**src/rtl/a23_cache_pkg.sv**
```systemverilog
// Shared cache definitions: geometry defaults used by a23_cache and the flush
// sequencer, plus the flush sequencer state encoding.
package a23_cache_pkg;

  localparam int CACHE_SETS  = 256;
  localparam int CACHE_WAYS  = 4;
  localparam int CACHE_SET_W = 8;

  localparam logic [2:0] ST_INIT      = 3'd0;
  localparam logic [2:0] ST_IDLE      = 3'd1;
  localparam logic [2:0] ST_WAIT_IDLE = 3'd2;
  localparam logic [2:0] ST_WALK      = 3'd3;
  localparam logic [2:0] ST_DONE      = 3'd4;

  typedef enum logic [2:0] {
    S_INIT      = ST_INIT,
    S_IDLE      = ST_IDLE,
    S_WAIT_IDLE = ST_WAIT_IDLE,
    S_WALK      = ST_WALK,
    S_DONE      = ST_DONE
  } state_t;

endpackage

```
**src/rtl/a23_cache_flush_seq_if.sv**
```systemverilog
// Flush sequencer bus: CP15/system controls in, tag RAM invalidate strobes and
// core stall out. The master side drives the requests, the sequencer is the slave.
interface a23_cache_flush_seq_if
  import a23_cache_pkg::*;
#(
  parameter int WAYS  = CACHE_WAYS,
  parameter int SET_W = CACHE_SET_W
);
  logic             i_system_rdy;
  logic             i_cache_flush;
  logic             i_cache_enable;
  logic             i_cache_idle;
  logic             o_flush_stall;
  logic [WAYS-1:0]  o_tag_wenable;
  logic [SET_W-1:0] o_tag_addr;
  logic             o_tag_valid;
  logic             o_lru_reset;
  logic             o_flush_done;

  modport master (
    output i_system_rdy, i_cache_flush, i_cache_enable, i_cache_idle,
    input  o_flush_stall, o_tag_wenable, o_tag_addr, o_tag_valid,
           o_lru_reset, o_flush_done
  );

  modport slave (
    input  i_system_rdy, i_cache_flush, i_cache_enable, i_cache_idle,
    output o_flush_stall, o_tag_wenable, o_tag_addr, o_tag_valid,
           o_lru_reset, o_flush_done
  );
endinterface

```
**src/rtl/a23_flush_counter.sv**
```systemverilog
// Set index counter for the invalidate walk: advances on en, wraps to zero
// after LAST, and flags the last set so the FSM knows the walk is complete.
module a23_flush_counter #(
  parameter int SET_W = 8,
  parameter int LAST  = 255
) (
  input  logic             clk,
  input  logic             rst_n,
  input  logic             en,
  output logic [SET_W-1:0] count,
  output logic             wrap
);
  localparam logic [SET_W-1:0] LAST_V = SET_W'(LAST);

  assign wrap = (count == LAST_V);

  always_ff @(posedge clk or negedge rst_n) begin
    if (!rst_n)  count <= '0;
    else if (en) count <= wrap ? '0 : count + SET_W'(1);
  end
endmodule

```
**src/rtl/a23_cache_flush_seq.sv**
```systemverilog
// Cache flush sequencer: walks every tag set to invalidate it after reset and on
// each CP15 flush request. Optional A23_FLUSH_ON_DISABLE_EN also flushes on cache disable.
module a23_cache_flush_seq
  import a23_cache_pkg::*;
#(
  parameter int SETS  = CACHE_SETS,
  parameter int WAYS  = CACHE_WAYS,
  parameter int SET_W = CACHE_SET_W
) (
  input logic                  i_clk,
  input logic                  i_rst_n,
  a23_cache_flush_seq_if.slave bus
);
  state_t           state, state_nx;
  logic             pending, pending_nx;
  logic             issue, lru_nx, done_nx;
  logic             last_q, flush_req, wrap;
  logic [SET_W-1:0] count;
  logic [WAYS-1:0]  wen_q;
  logic [SET_W-1:0] addr_q;
  logic             lru_q, done_q;

`ifdef A23_FLUSH_ON_DISABLE_EN
  logic enable_q;

  always_ff @(posedge i_clk or negedge i_rst_n) begin
    if (!i_rst_n) enable_q <= 1'b0;
    else          enable_q <= bus.i_cache_enable;
  end

  assign flush_req = bus.i_cache_flush | (enable_q & ~bus.i_cache_enable);
`else
  logic unused_enable;
  assign unused_enable = bus.i_cache_enable;
  assign flush_req     = bus.i_cache_flush;
`endif

  a23_flush_counter #(.SET_W(SET_W), .LAST(SETS - 1)) u_counter (
    .clk   (i_clk),
    .rst_n (i_rst_n),
    .en    (issue),
    .count (count),
    .wrap  (wrap)
  );

  // issue = a set write is launched this cycle and appears on the tag outputs next cycle
  always_comb begin
    state_nx   = state;
    pending_nx = pending;
    issue      = 1'b0;
    lru_nx     = 1'b0;
    done_nx    = 1'b0;
    case (state)
      S_INIT: begin
        if (bus.i_system_rdy) begin
          issue    = 1'b1;
          lru_nx   = 1'b1;
          state_nx = S_WALK;
        end
      end
      S_IDLE: begin
        if (flush_req) state_nx = S_WAIT_IDLE;
      end
      S_WAIT_IDLE: begin
        if (bus.i_cache_idle && bus.i_system_rdy) begin
          issue    = 1'b1;
          lru_nx   = 1'b1;
          state_nx = S_WALK;
        end
      end
      S_WALK: begin
        if (flush_req) pending_nx = 1'b1;
        if (last_q) begin
          done_nx  = 1'b1;
          state_nx = S_DONE;
        end else if (bus.i_system_rdy) begin
          issue = 1'b1;
        end
      end
      S_DONE: begin
        pending_nx = 1'b0;
        state_nx   = (pending || flush_req) ? S_WAIT_IDLE : S_IDLE;
      end
      default: state_nx = S_INIT;
    endcase
  end

  always_ff @(posedge i_clk or negedge i_rst_n) begin
    if (!i_rst_n) begin
      state   <= S_INIT;
      pending <= 1'b0;
      last_q  <= 1'b0;
      wen_q   <= '0;
      addr_q  <= '0;
      lru_q   <= 1'b0;
      done_q  <= 1'b0;
    end else begin
      state   <= state_nx;
      pending <= pending_nx;
      last_q  <= issue & wrap;
      wen_q   <= issue ? '1 : '0;
      lru_q   <= lru_nx;
      done_q  <= done_nx;
      if (issue) addr_q <= count;
    end
  end

  // Stall is combinational so the fetch right after the request is already held
  assign bus.o_flush_stall = (state != S_IDLE) | flush_req;
  assign bus.o_tag_wenable = wen_q;
  assign bus.o_tag_addr    = addr_q;
  assign bus.o_tag_valid   = 1'b0;
  assign bus.o_lru_reset   = lru_q;
  assign bus.o_flush_done  = done_q;
endmodule

```
**src/flat_wrapper.sv**
```systemverilog
// flat-port wrapper written by rule: the top's interface ports become plain ports
module a23_cache_flush_seq_flat import a23_cache_pkg::*;
#(
  parameter int SETS  = CACHE_SETS,
  parameter int WAYS  = CACHE_WAYS,
  parameter int SET_W = CACHE_SET_W
)
  (i_clk, i_rst_n, bus_i_system_rdy, bus_i_cache_flush, bus_i_cache_enable, bus_i_cache_idle, bus_o_flush_stall, bus_o_tag_wenable, bus_o_tag_addr, bus_o_tag_valid, bus_o_lru_reset, bus_o_flush_done);
  a23_cache_flush_seq_if #(.WAYS(WAYS), .SET_W(SET_W)) bus_i ();
  input logic i_clk;
  input logic i_rst_n;
  input wire logic [$bits(bus_i.i_system_rdy)-1:0] bus_i_system_rdy;
  input wire logic [$bits(bus_i.i_cache_flush)-1:0] bus_i_cache_flush;
  input wire logic [$bits(bus_i.i_cache_enable)-1:0] bus_i_cache_enable;
  input wire logic [$bits(bus_i.i_cache_idle)-1:0] bus_i_cache_idle;
  output wire logic [$bits(bus_i.o_flush_stall)-1:0] bus_o_flush_stall;
  output wire logic [$bits(bus_i.o_tag_wenable)-1:0] bus_o_tag_wenable;
  output wire logic [$bits(bus_i.o_tag_addr)-1:0] bus_o_tag_addr;
  output wire logic [$bits(bus_i.o_tag_valid)-1:0] bus_o_tag_valid;
  output wire logic [$bits(bus_i.o_lru_reset)-1:0] bus_o_lru_reset;
  output wire logic [$bits(bus_i.o_flush_done)-1:0] bus_o_flush_done;
  assign bus_i.i_system_rdy = bus_i_system_rdy;
  assign bus_i.i_cache_flush = bus_i_cache_flush;
  assign bus_i.i_cache_enable = bus_i_cache_enable;
  assign bus_i.i_cache_idle = bus_i_cache_idle;
  assign bus_o_flush_stall = bus_i.o_flush_stall;
  assign bus_o_tag_wenable = bus_i.o_tag_wenable;
  assign bus_o_tag_addr = bus_i.o_tag_addr;
  assign bus_o_tag_valid = bus_i.o_tag_valid;
  assign bus_o_lru_reset = bus_i.o_lru_reset;
  assign bus_o_flush_done = bus_i.o_flush_done;
  a23_cache_flush_seq #(.SETS(SETS), .WAYS(WAYS), .SET_W(SET_W)) u_core (.i_clk(i_clk), .i_rst_n(i_rst_n), .bus(bus_i));
endmodule
```
**config.mk**
```make
export PLATFORM = sky130hd
export DESIGN_NAME = a23_cache_flush_seq_flat
export DESIGN_NICKNAME = d
export VERILOG_FILES = /design/src/rtl/a23_cache_pkg.sv /design/src/rtl/a23_cache_flush_seq_if.sv /design/src/rtl/a23_flush_counter.sv /design/src/rtl/a23_cache_flush_seq.sv /design/src/flat_wrapper.sv
export SDC_FILE = /design/constraint.sdc
export NUM_CORES = 1
export LEC_CHECK = 0
export BUFFER_PORTS_ARGS = -buffer_cell sky130_fd_sc_hd__buf_2
export CORE_MARGIN = 1.5
export CORE_UTILIZATION = 48
export DETAILED_ROUTE_END_ITERATION = 16
export GPL_TIMING_DRIVEN = 0
export PLACE_DENSITY_LB_ADDON = 0.08
export RECOVER_POWER = 50
export REMOVE_ABC_BUFFERS = 1
export SETUP_SLACK_MARGIN = 0.3
export SKIP_LAST_GASP = 1
export SYNTH_ARGS = -nofsm -noshare
export SYNTH_HDL_FRONTEND = slang
export SYNTH_SLANG_ARGS = --single-unit
```
**constraint.sdc**
```tcl
create_clock -name i_clk -period 1.4 [get_ports i_clk]
set_input_delay 0.14 -clock i_clk [delete_from_list [all_inputs] [get_ports i_clk]]
set_output_delay 0.14 -clock i_clk [all_outputs]
set_load 0.01 [all_outputs]
```
==> results of run 1 <==
-- layout by cell type (no fill, tap or decap), drive strengths merged, types with 4 or more instances in the layout --
cell	netlist	final
buf	9	36
dfrtp	24	24
mux2	9	9
nand2	6	6
o21ai	5	5
clkbuf	2	5
nand4	4	4
a21oi	4	4
inv	4	4
-- registers in the layout, indices dropped and copies added, names as in the netlist --
| signal | cells |
|---|---|
| u_core.bus.o_flush_done | 1 |
| u_core.bus.o_lru_reset | 1 |
| u_core.bus.o_tag_addr | 8 |
| u_core.bus.o_tag_wenable | 1 |
| u_core.last_q | 1 |
| u_core.pending | 1 |
| u_core.state | 3 |
| u_core.u_counter.count | 8 |
-- metrics by stage --
step | setup WS [ps] | power [mW] | cells
detailed placement | -655 | 1.47 | 138
global placement | -610 | 1.46 | 138
global route | -128 | 2.01 | 162
CTS | -53.3 | 1.89 | 159
finish | -91.4 | 1.88 | 162
floorplan | -343 | 1.30 | 91
-- routing by layer --
metal / global-route usage [%] / vias to the layer above / routed length [µm]
met4: 6.84 / 0 / 26
met5: 0 / - / 0
met2: 34.0 / 37 / 1310
met3: 3.43 / 6 / 118
li1: - / 423 / -
met1: 27.2 / 455 / 1110
-- kinds of logic (layout without fill, tap and decap cells) --
logic type / Yosys count / after routing / synth area share (%)
AND/OR/NAND/NOR: 25 / 25 / 12.0
flip-flops: 24 / 24 / 51.6
multiplexers: 11 / 11 / 10.4
adder cells (fa/ha/maj): 1 / 1 / 1.08
AO/OA/AOI/OAI: 22 / 23 / 14.0
other: 1 / 1 / 0.322
XOR/XNOR: 3 / 3 / 2.26
buffers and inverters: 15 / 46 / 8.28
-- worst reg2reg max path: stages (launching register included) --
cell and delay (ps):
sky130_fd_sc_hd__dfrtp_2 450, sky130_fd_sc_hd__nand2b_4 190, sky130_fd_sc_hd__a211oi_4 230, sky130_fd_sc_hd__buf_4 180
sky130_fd_sc_hd__mux2_2 330
-- layout make-up --
cell class	count	area [µm²]
Inverter	4	17.5
Sequential cell	24	604
Clock buffer	4	36.3
Multi-Input combinational cell	64	558
Tap cell	28	35.0
Fill cell	172	737
Timing Repair Buffer	38	267
-- power groups by stage --
stage / Combinational [mW] / Clock (mW) / Sequential [mW]
floorplan: 0.269 / 0 / 1.03
global placement: 0.462 / 0 / 0.996
detailed placement: 0.469 / 0 / 1.00
CTS: 0.542 / 0.376 / 0.972
global route: 0.609 / 0.402 / 0.996
finish: 0.547 / 0.361 / 0.975
-- how the worst min path moves through the flow --
| stage | start | to | slack (ps) | cells past startpoint |
|---|---|---|---|---|
| floorplan | i_rst_n | u_core.bus.o_flush_done | -160 | 0 |
| global placement | i_rst_n | u_core.state[0] | 150 | 1 |
| detailed placement | i_rst_n | u_core.state[0] | 150 | 1 |
| CTS | bus_i_system_rdy | u_core.bus.o_lru_reset | 140 | 3 |
| global route | bus_i_system_rdy | u_core.bus.o_lru_reset | 170 | 3 |
| finish | bus_i_system_rdy | u_core.bus.o_lru_reset | 180 | 3 |
-- what timing repair did --
action | 4_1_cts | 5_1_grt
gates cloned | 1 | 0
hold endpoints to repair | 24 | 0
setup buffers | 15 | 3
gates resized for setup | 22 | 11
pin swaps | 6 | 4
endpoints found under the setup margin | 24 | 24
hold buffers | 1 | 0
==> summary.md, run 1 <==
| Metric | Value |
|---|---|
| Outcome | complete, but fails checks |
| Violated checks | negative setup slack |
| Final worst path period need | 1490 ps |
| Pins Over Slew Limit | 0 |
| CTS tree | done |
| Unrepaired setup endpoints after global routing | yes |
| Arrival time of data at the critical path endpoint | 1700 ps |
| Per-instance average area after synthesis | 11.4 µm² |
| Ranking of synthesized cells by area | sky130_fd_sc_hd__dfrtp_1, sky130_fd_sc_hd__mux2_2, sky130_fd_sc_hd__buf_6 |
| Maximum level of the CTS H-tree | 1 |
| Part of the Yosys area used for sequential elements | 51.6% |
| Critical path startpoint | u_core.state[2] |
| Kind of start point of the critical path | register |
| Async S/R FF share, synth | 100% |
| Number of storage elements in the synthesis netlist | 24 |
| Effective utilization at floorplan | 51.6% |
| Clock Sinks | 24 |
| Post-route DRC violation count | 0 |
| RD Place Congestion | 0.815 |
| Most used flip-flop cell after synthesis | sky130_fd_sc_hd__dfrtp_1 |
| Largest net degree at the start of global routing | 25 |
| Normalized max-slew margin | 59.5% |
| Setup slack of the worst register-to-register path | -90 ps |
| Number of buffers created by CTS | 3 |
| Buffer cell driving the clock tree root | sky130_fd_sc_hd__clkbuf_4 |
| Critical R2R Launch | u_core.state[2] |
| Path type of the worst min-delay path | in -> reg |
| Routed Antenna Nets | 0 |
| Post-route fraction of the period consumed by the critical path | 107% |
| Clock transition at path regs | 130 ps |
| Number of placed I/O pins | 22 |
| Skew-Pair Late Insertion Delay | 310 ps |
| Highest net fanout along the worst path | 5 |
| Final worst slack | -91.4 ps |
| Distinct cells, synth | 34 |
| Initial DRC count | 31 |
| Netlist area before placement | 1160 µm² |
| # setup viols final | 12 |
| Cell Int Power | 1.31 mW |
| Total global routing track utilization | 20.5% |
| Clock network fraction of design power | 19.1% |
| Synth Warn # | 0 |
| Share of power burned in combinational logic | 29.1% |
| Detailed-route via count | 921 |
| Largest area contributor in the netlist | sky130_fd_sc_hd__dfrtp_1 |
| Cells after Synth | 102 |
| Final TNS setup | -833 ps |
| Count of maximum capacitance violations | 0 |
| Critical path capture point type | register |
| Peak per-stage delay on the critical path | 450 ps |
| Least-Margin Pin Slew | 608 ps |
| Worst Reg-to-Reg Cells | 4 |
| Number of global-route vias before repair | 844 |
| First drt pass iteration count | 5 |
| # rows | 17 |
| Synth top area share | 51.6% |
| Crit path to | u_core.bus.o_tag_addr[3] |
| Post-DR vias/cell | 5.69 |
| Width of the chip | 52.2 µm |
| Wire length of the first global-routing pass | 4030 µm |
| Crit path max-delay family | flip-flops |
| Number of nets in the finished design | 142 |
| Most numerous cell in the Yosys netlist | sky130_fd_sc_hd__dfrtp_1 |
| Maximum clock path buffer count | 2 |
| Sw power | 574 µW |
| Cell type of the slowest stage on the worst timing path | sky130_fd_sc_hd__dfrtp_2 |
| Bufs and invs on worst path | 1 |
| Required arrival time at the worst endpoint | 1610 ps |
| Count of final hold-check violations | 0 |
| Fraction of power consumed by sequential logic | 51.8% |
| IO Port Bufs | 19 |
| Commonest cells in the netlist | sky130_fd_sc_hd__dfrtp_1, sky130_fd_sc_hd__mux2_2, sky130_fd_sc_hd__nand2_1 |
| Post-route worst hold slack | 184 ps |
| Achievable frequency | 670 MHz |
| Crit path kind | reg -> reg |
| P per Cell Area | 1240 nW/µm² |
| Floorplan Core Area | 2250 µm² |
| Critical path cell sequence | nand2b_4, a211oi_4, buf_4, mux2_2 |
| P_leak | 0.705 nW |
| Die outline height | 52.2 µm |
| Routed wire length | 2570 µm |
| Reg-to-reg endpoint | u_core.bus.o_tag_addr[3] |
| Initial antenna violation count | 0 |
| Area growth from synthesis to layout | 30.4% |
| Setup skew after layout | 4.65 ps |
| Critical path depth | 4 |
| Area after DPL | 1210 µm² |
| Post-synth EDFFs | 0 |
| Design Area, Final | 1520 µm² |
| Number of inserted diodes | 0 |
| Post-layout utilization of the core | 67.3% |
| Fraction of final layout cells sized beyond drive strength 1 | 53.0% |
| Proportion of total power due to net switching | 30.5% |
| Gr ovfl total | 0 |
| Routed WL per cell | 15.9 µm |
| Total Die Area | 2730 µm² |
| Max IR drop VDD | 1.03 mV |
| Placed wire-length estimate | 1300 µm |
(Power assumes the default switching activity.)
==> run 2, diff against run 1 <==
--- a/config.mk
+++ b/config.mk
@@ -6,6 +6,7 @@
 export NUM_CORES = 1
 export LEC_CHECK = 0
 export BUFFER_PORTS_ARGS = -buffer_cell sky130_fd_sc_hd__buf_2
+export CORE_ASPECT_RATIO = 1.4
 export CORE_MARGIN = 1.5
 export CORE_UTILIZATION = 48
 export DETAILED_ROUTE_END_ITERATION = 16
==> run 2 against run 1 <==
Compared with the run above: non-clock buffer count increased by 1; clock power rose by 2%; sequential power increased by 2.3%; the run ends with design-rule violations, negative setup slack left; register-to-register slack barely moved; largest power group unchanged; sequential cell count is the same; critical path depth unchanged; die area up 0.15%.
==> summary.md, run 2 (synthesis results as in run 1) <==
| Metric | Value |
|---|---|
| Outcome | complete, but fails checks |
| Violated checks | design-rule violations, negative setup slack |
| Final worst slack | -105 ps (-13.5 ps) |
| Unrepaired setup endpoints after global routing | yes |
| Post-DR vias/cell | 5.83 (+2.5%) |
| Routed Antenna Nets | 0 (unchanged) |
| Total Die Area | 2730 µm² (+0.15%) |
| Most used cells in the layout excluding fill and tap cells | sky130_fd_sc_hd__dfrtp_1, sky130_fd_sc_hd__buf_2, sky130_fd_sc_hd__buf_4, sky130_fd_sc_hd__mux2_4, sky130_fd_sc_hd__buf_6 |
| Initial DRC count | 19 (-39%) |
| Count of maximum capacitance violations | 0 (unchanged) |
| Wire length of the first global-routing pass | 4030 µm (unchanged) |
| Clock transition at path regs | 130 ps (about the same) |
| Number of placed I/O pins | 22 (unchanged) |
| IO Port Bufs | 19 (unchanged) |
| Normalized max-slew margin | 61.2% (+1.8 points) |
| Largest net degree at the start of global routing | 25 (unchanged) |
| CTS tree | done |
| Number of nets in the finished design | 143 (+0.70%) |
| Arrival time of data at the critical path endpoint | 1730 ps (+30 ps) |
| Final worst path period need | 1500 ps (+13.5 ps) |
| Routed WL per cell | 16.4 µm (+3.5%) |
| Max IR drop VDD | 1.02 mV (-0.67%) |
| P per Cell Area | 1230 nW/µm² (-1.0%) |
| Number of inserted diodes | 0 (unchanged) |
| Kind of start point of the critical path | register |
| Placed wire-length estimate | 1310 µm (+0.80%) |
| Critical path capture point type | register |
| Gr ovfl total | 0 (unchanged) |
| Highest net fanout along the worst path | 4 (-1) |
| Most common cell after layout, fill and taps aside | sky130_fd_sc_hd__dfrtp_1 |
| Least-Margin Pin Slew | 582 ps (-26.4 ps) |
| Setup slack of the worst register-to-register path | -100 ps (about the same) |
| Post-route DRC violation count | 1 (+1) |
| Width of the chip | 44.6 µm (-15%) |
| Detailed-route via count | 915 (-0.65%) |
| First drt pass iteration count | 10 (+5) |
| Path type of the worst min-delay path | in -> reg |
| Initial antenna violation count | 0 (unchanged) |
| Crit path kind | reg -> reg |
| Clock Sinks | 24 (unchanged) |
| Required arrival time at the worst endpoint | 1630 ps (+20 ps) |
| Die outline height | 61.3 µm (+17%) |
| Post-route fraction of the period consumed by the critical path | 107% (+0.97 points) |
| P_leak | 0.741 nW (+5.1%) |
| Skew-Pair Late Insertion Delay | 330 ps (+20 ps) |
| Area growth from synthesis to layout | 35.9% |
| Fill cells | 159 (-7.6%) |
| Multi-input combinational cell area | 596 µm² (+6.7%) |
| Count of final hold-check violations | 0 (unchanged) |
| Floorplan Core Area | 2230 µm² (-1.2%) |
| Total global routing track utilization | 20.8% (+0.35 points) |
| Final TNS setup | -956 ps (-122 ps) |
| Number of buffers created by CTS | 3 (unchanged) |
| Setup skew after layout | 3.50 ps (-1.15 ps) |
| Post-layout utilization of the core | 71.0% (+3.7 points) |
| Maximum clock path buffer count | 2 (unchanged) |
| # rows | 20 (+3) |
| Effective utilization at floorplan | 52.2% (+0.64 points) |
| Maximum level of the CTS H-tree | 1 (unchanged) |
| RD Place Congestion | 0.798 (-2.1%) |
| Pins Over Slew Limit | 0 (unchanged) |
| Routed wire length | 2580 µm (+0.27%) |
| Achievable frequency | 664 MHz (-0.90%) |
| Buffer cell driving the clock tree root | sky130_fd_sc_hd__clkbuf_4 |
| # setup viols final | 15 (+3) |
| Register Area | 604 µm² (unchanged) |
| Number of global-route vias before repair | 893 (+5.8%) |
| Fraction of final layout cells sized beyond drive strength 1 | 54.1% (+1.1 points) |
-- run 2: final cells by class --
cell class	instances	area share, %
multi-input cells	64	37.7
repair buffers	39	19.0
well taps	22	1.74
clock buffers	4	2.29
inverters	4	1.11
flip-flops and latches	24	38.2
-- run 2: layer usage --
metal | GRT usage (%) | share of wire [%] | vias up
met4 | 14.7 | 3.6 | 0
met3 | 2.93 | 3.1 | 9
met1 | 23.8 | 39 | 458
met5 | 0 | 0 | -
met2 | 35.2 | 54 | 21
li1 | - | - | 427
-- run 2: final timing paths --
check	end	cells past startpoint	startpoint
setup / recovery	u_core.bus.o_tag_addr[3]	4	u_core.state[2]
hold / removal	u_core.last_q	3	bus_i_system_rdy
setup reg to reg	u_core.bus.o_tag_addr[3]	4	u_core.state[2]
hold reg to reg	u_core.u_counter.count[4]	1	u_core.u_counter.count[4]
max in group asynchronous	u_core.state[0]	2	i_rst_n
min in group asynchronous	u_core.pending	2	i_rst_n
-- run 2: worst max-delay path, cell delays in order (launching register included) --
cell and delay, ps:
sky130_fd_sc_hd__dfrtp_2 440, sky130_fd_sc_hd__nand2b_4 180, sky130_fd_sc_hd__a211oi_4 290, sky130_fd_sc_hd__buf_4 180, sky130_fd_sc_hd__mux2_2 320
-- run 2: where the power goes --
part           internal [mW]  switching, mW
Clock                  0.160          0.209
Combinational          0.328          0.249
Sequential             0.862          0.135
-- run 2: per-stage QoR --
step                std cells  power (mW)  hold slack (ps)  instance area, µm²  setup slack, ps
floorplan                  91        1.30             -156                1080             -343
global placement          132        1.46              148                1200             -588
detailed placement        132        1.48              151                1200             -620
CTS                       153        1.95              140                1490            -64.1
global route              157        2.06              166                1580             -135
finish                    157        1.94              166                1580             -105
-- run 2: what timing repair did --
item | in CTS | in global routing
buffers inserted | 15 | 4
pin swaps | 4 | 2
gates cloned | 1 | 0
hold buffers | 1 | 0
setup endpoints to repair | 22 | 22
hold endpoints to repair | 24 | 0
gates resized for setup | 31 | 15
